`src/rtl/prog_tick_divider.sv`:
```
// prog_tick_divider: multi-channel run-time programmable divider / tick generator.
// Ports: clk, reset_n, en/clr per channel, cfg valid/ready divisor port, tick/clk_out per channel.
module prog_tick_divider #(
    parameter int NUM_CH      = 4,
    parameter int CNT_W       = 32,
    parameter int DIV_DEFAULT = 100_000_000,
    parameter int CASCADE     = 0
) (
    input  logic              clk,
    input  logic              reset_n,
    input  logic [NUM_CH-1:0] en,
    input  logic [NUM_CH-1:0] clr,
    input  logic              cfg_valid,
    output logic              cfg_ready,
    input  logic [2:0]        cfg_ch,
    input  logic [CNT_W-1:0]  cfg_div,
    output logic              cfg_err,
    output logic [NUM_CH-1:0] tick,
    output logic [NUM_CH-1:0] clk_out
);

    localparam logic [CNT_W-1:0] DIV_RST = CNT_W'(DIV_DEFAULT);
    localparam logic [CNT_W-1:0] ONE     = CNT_W'(1);

    logic              ch_ok;
    logic              xfer;
    logic              bad;
    logic              wr_ok;
    logic [7:0]        pend_pad;
    logic [NUM_CH-1:0] pend;
    logic [NUM_CH-1:0] at_end;
    logic [NUM_CH-1:0] advance;
    logic [NUM_CH-1:0] wrap;
    logic [NUM_CH-1:0] wr_sel;

    // Out-of-range channels stay ready so the rejection can complete.
    assign ch_ok     = {1'b0, cfg_ch} < 4'(NUM_CH);
    assign pend_pad  = 8'(pend);
    assign cfg_ready = ch_ok ? ~pend_pad[cfg_ch] : 1'b1;
    assign xfer      = cfg_valid & cfg_ready;
    assign bad       = ~ch_ok | (cfg_div == '0);
    assign wr_ok     = xfer & ~bad;

    always_comb begin
        for (int k = 0; k < NUM_CH; k++) begin
            wr_sel[k] = wr_ok & (cfg_ch == 3'(k));
        end
    end

    // Cascade chain: a channel only advances on its predecessor's wrap,
    // so coincident wraps ripple through in the same cycle.
    always_comb begin
        logic chain;
        logic a;
        chain = 1'b1;
        a     = 1'b0;
        for (int k = 0; k < NUM_CH; k++) begin
            a = en[k] & ~clr[k];
            if (CASCADE != 0) begin
                a = a & chain;
            end
            advance[k] = a;
            wrap[k]    = a & at_end[k];
            chain      = a & at_end[k];
        end
    end

    always_ff @(posedge clk or negedge reset_n) begin
        if (!reset_n) begin
            cfg_err <= 1'b0;
        end else begin
            cfg_err <= xfer & bad;
        end
    end

    for (genvar k = 0; k < NUM_CH; k++) begin : g_ch
        logic [CNT_W-1:0] cnt;
        logic [CNT_W-1:0] div;
        logic [CNT_W-1:0] pdiv;
        logic [CNT_W-1:0] half;
        logic [CNT_W-1:0] phalf;
        logic [CNT_W-1:0] cnt_inc;
        logic             pnd;
        logic             tck;
        logic             sq;

        assign half       = div >> 1;
        assign phalf      = pdiv >> 1;
        assign cnt_inc    = cnt + ONE;
        assign at_end[k]  = (cnt == div - ONE);
        assign pend[k]    = pnd;
        assign tick[k]    = tck;
        assign clk_out[k] = sq;

        always_ff @(posedge clk or negedge reset_n) begin
            if (!reset_n) begin
                cnt  <= '0;
                div  <= DIV_RST;
                pdiv <= '0;
                pnd  <= 1'b0;
                tck  <= 1'b0;
                sq   <= 1'b0;
            end else if (clr[k]) begin
                // Phase clear wins over en and wrap; a parked divisor
                // takes effect right away.
                cnt <= '0;
                tck <= 1'b0;
                sq  <= 1'b0;
                if (pnd) begin
                    div <= pdiv;
                    pnd <= 1'b0;
                end else if (wr_sel[k]) begin
                    div <= cfg_div;
                end
            end else if (!advance[k]) begin
                tck <= 1'b0;
                if (wr_sel[k]) begin
                    div <= cfg_div;
                    cnt <= '0;
                end
            end else begin
                tck <= wrap[k];
                if (wrap[k]) begin
                    cnt <= '0;
                    if (pnd) begin
                        div <= pdiv;
                        pnd <= 1'b0;
                        sq  <= (phalf != '0);
                    end else begin
                        sq  <= (half != '0);
                    end
                end else begin
                    cnt <= cnt_inc;
                    sq  <= (cnt_inc < half);
                end
                // A write to a running channel is parked until the
                // current period ends, so no short or long pulse appears.
                if (wr_sel[k]) begin
                    pdiv <= cfg_div;
                    pnd  <= 1'b1;
                end
            end
        end
    end

endmodule

```
`config.mk`:
```
export PLATFORM = sky130hd
export DESIGN_NAME = prog_tick_divider
export DESIGN_NICKNAME = d
export VERILOG_FILES = /design/src/rtl/prog_tick_divider.sv
export SDC_FILE = /design/constraint.sdc
export NUM_CORES = 1
export LEC_CHECK = 0
export CORE_ASPECT_RATIO = 1.1
export CORE_MARGIN = 2
export CORE_UTILIZATION = 30
export CTS_CLUSTER_SIZE = 8
export DETAILED_ROUTE_END_ITERATION = 10
export HOLD_SLACK_MARGIN = 0.08
export MAX_ROUTING_LAYER = met4
export PLACE_DENSITY = 0.45
export SYNTH_ARGS = -nofsm -noshare
export SYNTH_HDL_FRONTEND = slang
export SYNTH_SLANG_ARGS = --single-unit
export TNS_END_PERCENT = 100
```
`constraint.sdc`:
```
create_clock -name clk -period 4.8 [get_ports clk]
set_input_delay 0.72 -clock clk [delete_from_list [all_inputs] [get_ports clk]]
set_output_delay 0.72 -clock clk [all_outputs]
set_load 0.01 [all_outputs]
```
==> flow_summary_export.csv, run 1 <==
group,metric,value,unit
critical_path,rr_worst_depth,9,
place,hpwl,69800,um
timing,relSlewSlack,29.6,%
routing,dr_wl_met3,3680,um
yosys,syn_area,28800,sq um
outcome,status,"complete, no violations",
cells_and_area,drive_gt1_share,13.9,%
die,start_util,30.1,%
grt,antenna_found_initial,1,
routing,wl_per_cell,21.1,um
critical_path,r2r-start,"g_ch[1].div[3]$_DFFE_PN0P_",
routing,wl_met2,45800,um
timing,worst_slack,411,ps
die,die_y,329,um
yosys,synth-compound-area-share,19.8,%
clock_network,root_buffer,"clkbuf_16",
timing,fin_skew,19.7,ps
critical_path,critPathCaptureType,"register",
clock_network,clk_latency,630,ps
critical_path,r2r-end,"g_ch[1].div[19]$_DFFE_PN0P_",
yosys,avgSynthCellArea,8.82,sq um
routing,drcViolationCount,0,
yosys,synth-seq-cells,397,
clock_network,clkTransAtPathRegs,60,ps
place,place_ws,407,ps
critical_path,cpMaxStageDelayCell,"nor3_1",
grt,gr-total-overflow,0,
critical_path,cp.arrival,4870,ps
die,die-width,299,um
yosys,synth_xor_area_share,7.89,%
timing,finalHoldViolCount,0,
clock_network,cts_tree,"yes",
yosys,yosys_warnings,0,
clock_network,clk_path_buf_depth,3,
place,gp_congestion,0.918,
pwr,ir_drop,239,uV
yosys,yosysTopAreaCell,"dfrtp_1",
die,rows,119,
yosys,ys_top_cells_by_area,"dfrtp_1, ha_1, mux2_2",
grt,grt_pass1_vias,24645,
grt,track_usage,20.1,%
grt,grt_start_max_net_pins,99,
timing,setup_viol,0,
yosys,synth_seq_area_share,34.8,%
routing,highest_layer,"met4",
yosys,yosysMostFrequentCell,"dfrtp_1",
critical_path,critPathLaunchType,"register",
routing,drtAntennaViolNets,0,
critical_path,path_cells,"nor3_1 > nand4_1 > o41a_1 > or4_1 > nor4_2 > a31oi_2 > buf_4 > o211ai_1 > o21ai_0",
critical_path,crit_fanout,18,
timing,tightest_slew,1060,ps
cells_and_area,syn2layout_area_growth,13.4,%
die,core,95400,sq um
timing,whs,117,ps
routing,vias_per_cell,5.41,
critical_path,rrSetupSlack,410,ps
timing,setup_tns,0,ps
routing,wl_met1,44700,um
routing,wirelength,96200,um
place,placedCellCount,4448,
yosys,synth_cells,3260,
yosys,synth_common_cells,"dfrtp_1, nand2_1, clkbuf_1",
worst_hold_path,hold_path.class,"input pin to async pin",
yosys,yosysUniqueCellTypes,88,
clock_network,htree_levels,2,
run,maxCapViolCount,0,
yosys,yosys.area_share.simple,20.5,%
yosys,synth_nets,3434,
yosys,ys_async_sr_fraction,100,%
critical_path,crit_type,"register to register",
routing,num_vias,24627,
timing,rsz0062_at_grt,"no",
cells_and_area,final_core_util,34.2,%
pwr,leakage,13.8,nW
clock_network,post_cts_buffers,0,
routing,drt_iter0_drc,1694,
die,fp.dieArea,98300,sq um
yosys,synth-edff-count,0,
critical_path,crit_family,"simple AND/OR/NAND/NOR gates",
timing,fmax,0.228,GHz
routing,drtPass1Iterations,6,
timing,fin_crit,4390,ps
cells_and_area,instances_no_fill,4555,
critical_path,crit_buf_inv,1,
timing,drv_slew,0,
timing,finalCritPeriodShare,91.4,%
yosys,synth.mux.area_fraction,5.84,%
yosys,yosysTopAreaCellShare,30.4,%
pwr,cellPowerDensity,363,nW/um^2
die,pin_count,56,
cells_and_area,nNetsFinal,3410,
yosys,synthAdderAreaFrac,5.57,%
clock_network,numClockSinks,397,
yosys,synth_top_family_by_area,"simple AND/OR/NAND/NOR gates",
yosys,synth_ff_type,"dfrtp_1",
critical_path,max_stage_delay,640,ps
place,io_buffers,55,
critical_path,crit_required,5280,ps
clock_network,numCtsBuffers,56,
grt,grt_pass1_wl,151000,um
## timing repair
action                     in CTS  in global routing
hold endpoints to repair        0                  0
hold buffers                    0                  0
setup endpoints to repair       0                  2
resized for setup               0                  1
## metal layers
layer | vias to the layer above | track usage (%)
li1 | 11940 | -
met1 | 12117 | 26.5
met2 | 453 | 32.6
met3 | 117 | 2.61
met4 | 0 | 4.75
met5 | - | -
## cell type report
class | count | area [sq um]
clock inverters | 2 | 17.5
diodes | 2 | 5.00
fillers | 9910 | 62800
flip-flops and latches | 397 | 9990
clock buffers | 103 | 1630
inverters | 157 | 589
multi-input cells | 2443 | 17200
repair buffers | 181 | 1580
well taps | 1270 | 1590
## worst register-to-register path, delay by kind of cell (launching register included)
family	cells	cell delay [ps]
AOI/OAI and AO/OA	4	1280
buffers and inverters	1	380
DFF	1	450
and+or+nand+nor	4	2140
## state kept, by name, indices dropped and copies added, names as in the netlist
signal,count
g_ch.sq,4
g_ch.pnd,4
g_ch.cnt,128
g_ch.div,128
cfg_err,1
g_ch.tck,4
g_ch.pdiv,128
## worst max path at each step
stage / startpoint / endpoint / slack, ps / cells after the start
detailed placement: g_ch[1].div[5]$_DFFE_PN0P_ / g_ch[1].div[12]$_DFFE_PN0P_ / 410 / 10
floorplan: g_ch[3].cnt[2]$_DFFE_PN0P_ / g_ch[3].sq$_DFFE_PN0P_ / 880 / 18
finish: g_ch[1].div[3]$_DFFE_PN0P_ / g_ch[1].div[19]$_DFFE_PN0P_ / 410 / 9
global placement: g_ch[1].div[5]$_DFFE_PN0P_ / g_ch[1].div[27]$_DFFE_PN0P_ / 500 / 10
CTS: g_ch[1].div[5]$_DFFE_PN0P_ / g_ch[1].div[19]$_DFFE_PN0P_ / 410 / 10
global route: g_ch[1].div[3]$_DFFE_PN0P_ / g_ch[1].div[28]$_DFFE_PN0P_ / 50 / 10
## metrics by stage
| stage | power (W) | cell area (sq um) |
|---|---|---|
| finish | 0.0118 | 32600 |
| global route | 0.0126 | 32600 |
| CTS | 0.0120 | 32600 |
| detailed placement | 0.00803 | 31000 |
| global placement | 0.00802 | 31000 |
| floorplan | 0.00678 | 28800 |
## kinds of logic after synthesis
kind of cell	Yosys count
flip-flops	397
adder cells (fa/ha/maj)	128
buffers and inverters	420
AO/OA/AOI/OAI	787
AND/OR/NAND/NOR	1119
XOR/XNOR	259
multiplexers	150
## layout by cell type (no fill, tap or decap), types with 16 or more instances in the layout
master / Yosys / final
a21o_1: 50 / 50
a21oi_1: 76 / 71
a22o_1: 71 / 71
a2bb2oi_1: 32 / 32
a2bb2oi_2: 29 / 29
a31oi_1: 23 / 21
a32o_1: 16 / 16
a32oi_1: 19 / 19
and2_1: 23 / 22
and3_1: 58 / 58
and4_1: 16 / 16
buf_4: 8 / 120
clkbuf_1: 229 / 43
clkbuf_16: 0 / 57
clkdlybuf4s50_1: 0 / 54
dfrtp_1: 349 / 349
dfstp_2: 48 / 48
ha_1: 128 / 128
inv_1: 157 / 157
mux2_2: 131 / 131
mux2i_1: 18 / 18
nand2_1: 297 / 297
nand2b_1: 19 / 19
nand3_1: 123 / 123
nand4_1: 77 / 77
nor2_1: 154 / 152
nor2b_1: 21 / 19
nor3_1: 74 / 72
nor4_1: 92 / 91
o211ai_1: 47 / 47
o21a_1: 42 / 42
o21ai_0: 217 / 217
o22ai_1: 37 / 37
or2_2: 16 / 16
or3_1: 63 / 63
or4_1: 27 / 27
xnor2_1: 165 / 165
xor2_1: 94 / 94
## report_power, final
group	switching [W]	internal [W]
sequential	0.000862	0.00396
combinational	0.00176	0.00140
clock	0.00160	0.00225
total	0.00423	0.00761
Power figures use the tool's default switching activity.
==> inputs of run 2 (changes only) <==
--- a/config.mk
+++ b/config.mk
@@ -10,6 +10,7 @@
 export CORE_UTILIZATION = 30
 export CTS_CLUSTER_SIZE = 8
 export DETAILED_ROUTE_END_ITERATION = 10
+export GPL_ROUTABILITY_DRIVEN = 0
 export HOLD_SLACK_MARGIN = 0.08
 export MAX_ROUTING_LAYER = met4
 export PLACE_DENSITY = 0.45
==> constraint.sdc (replaced) <==
create_clock -name clk -period 4.8 [get_ports clk]
set_input_delay 0.72 -clock clk [delete_from_list [all_inputs] [get_ports clk]]
set_output_delay 0.72 -clock clk [all_outputs]
set_load 0.02 [all_outputs]
==> results of run 2 <==
Same layout as run 1 (identical final DEF). Status: complete, no violations.
==> inputs of run 3 (changes only) <==
--- a/config.mk
+++ b/config.mk
@@ -10,7 +10,6 @@
 export CORE_UTILIZATION = 30
 export CTS_CLUSTER_SIZE = 8
 export DETAILED_ROUTE_END_ITERATION = 10
-export GPL_ROUTABILITY_DRIVEN = 0
 export HOLD_SLACK_MARGIN = 0.08
 export MAX_ROUTING_LAYER = met4
 export PLACE_DENSITY = 0.45
==> results of run 3 <==
Same layout as run 1 (identical final DEF). Status: complete, no violations.
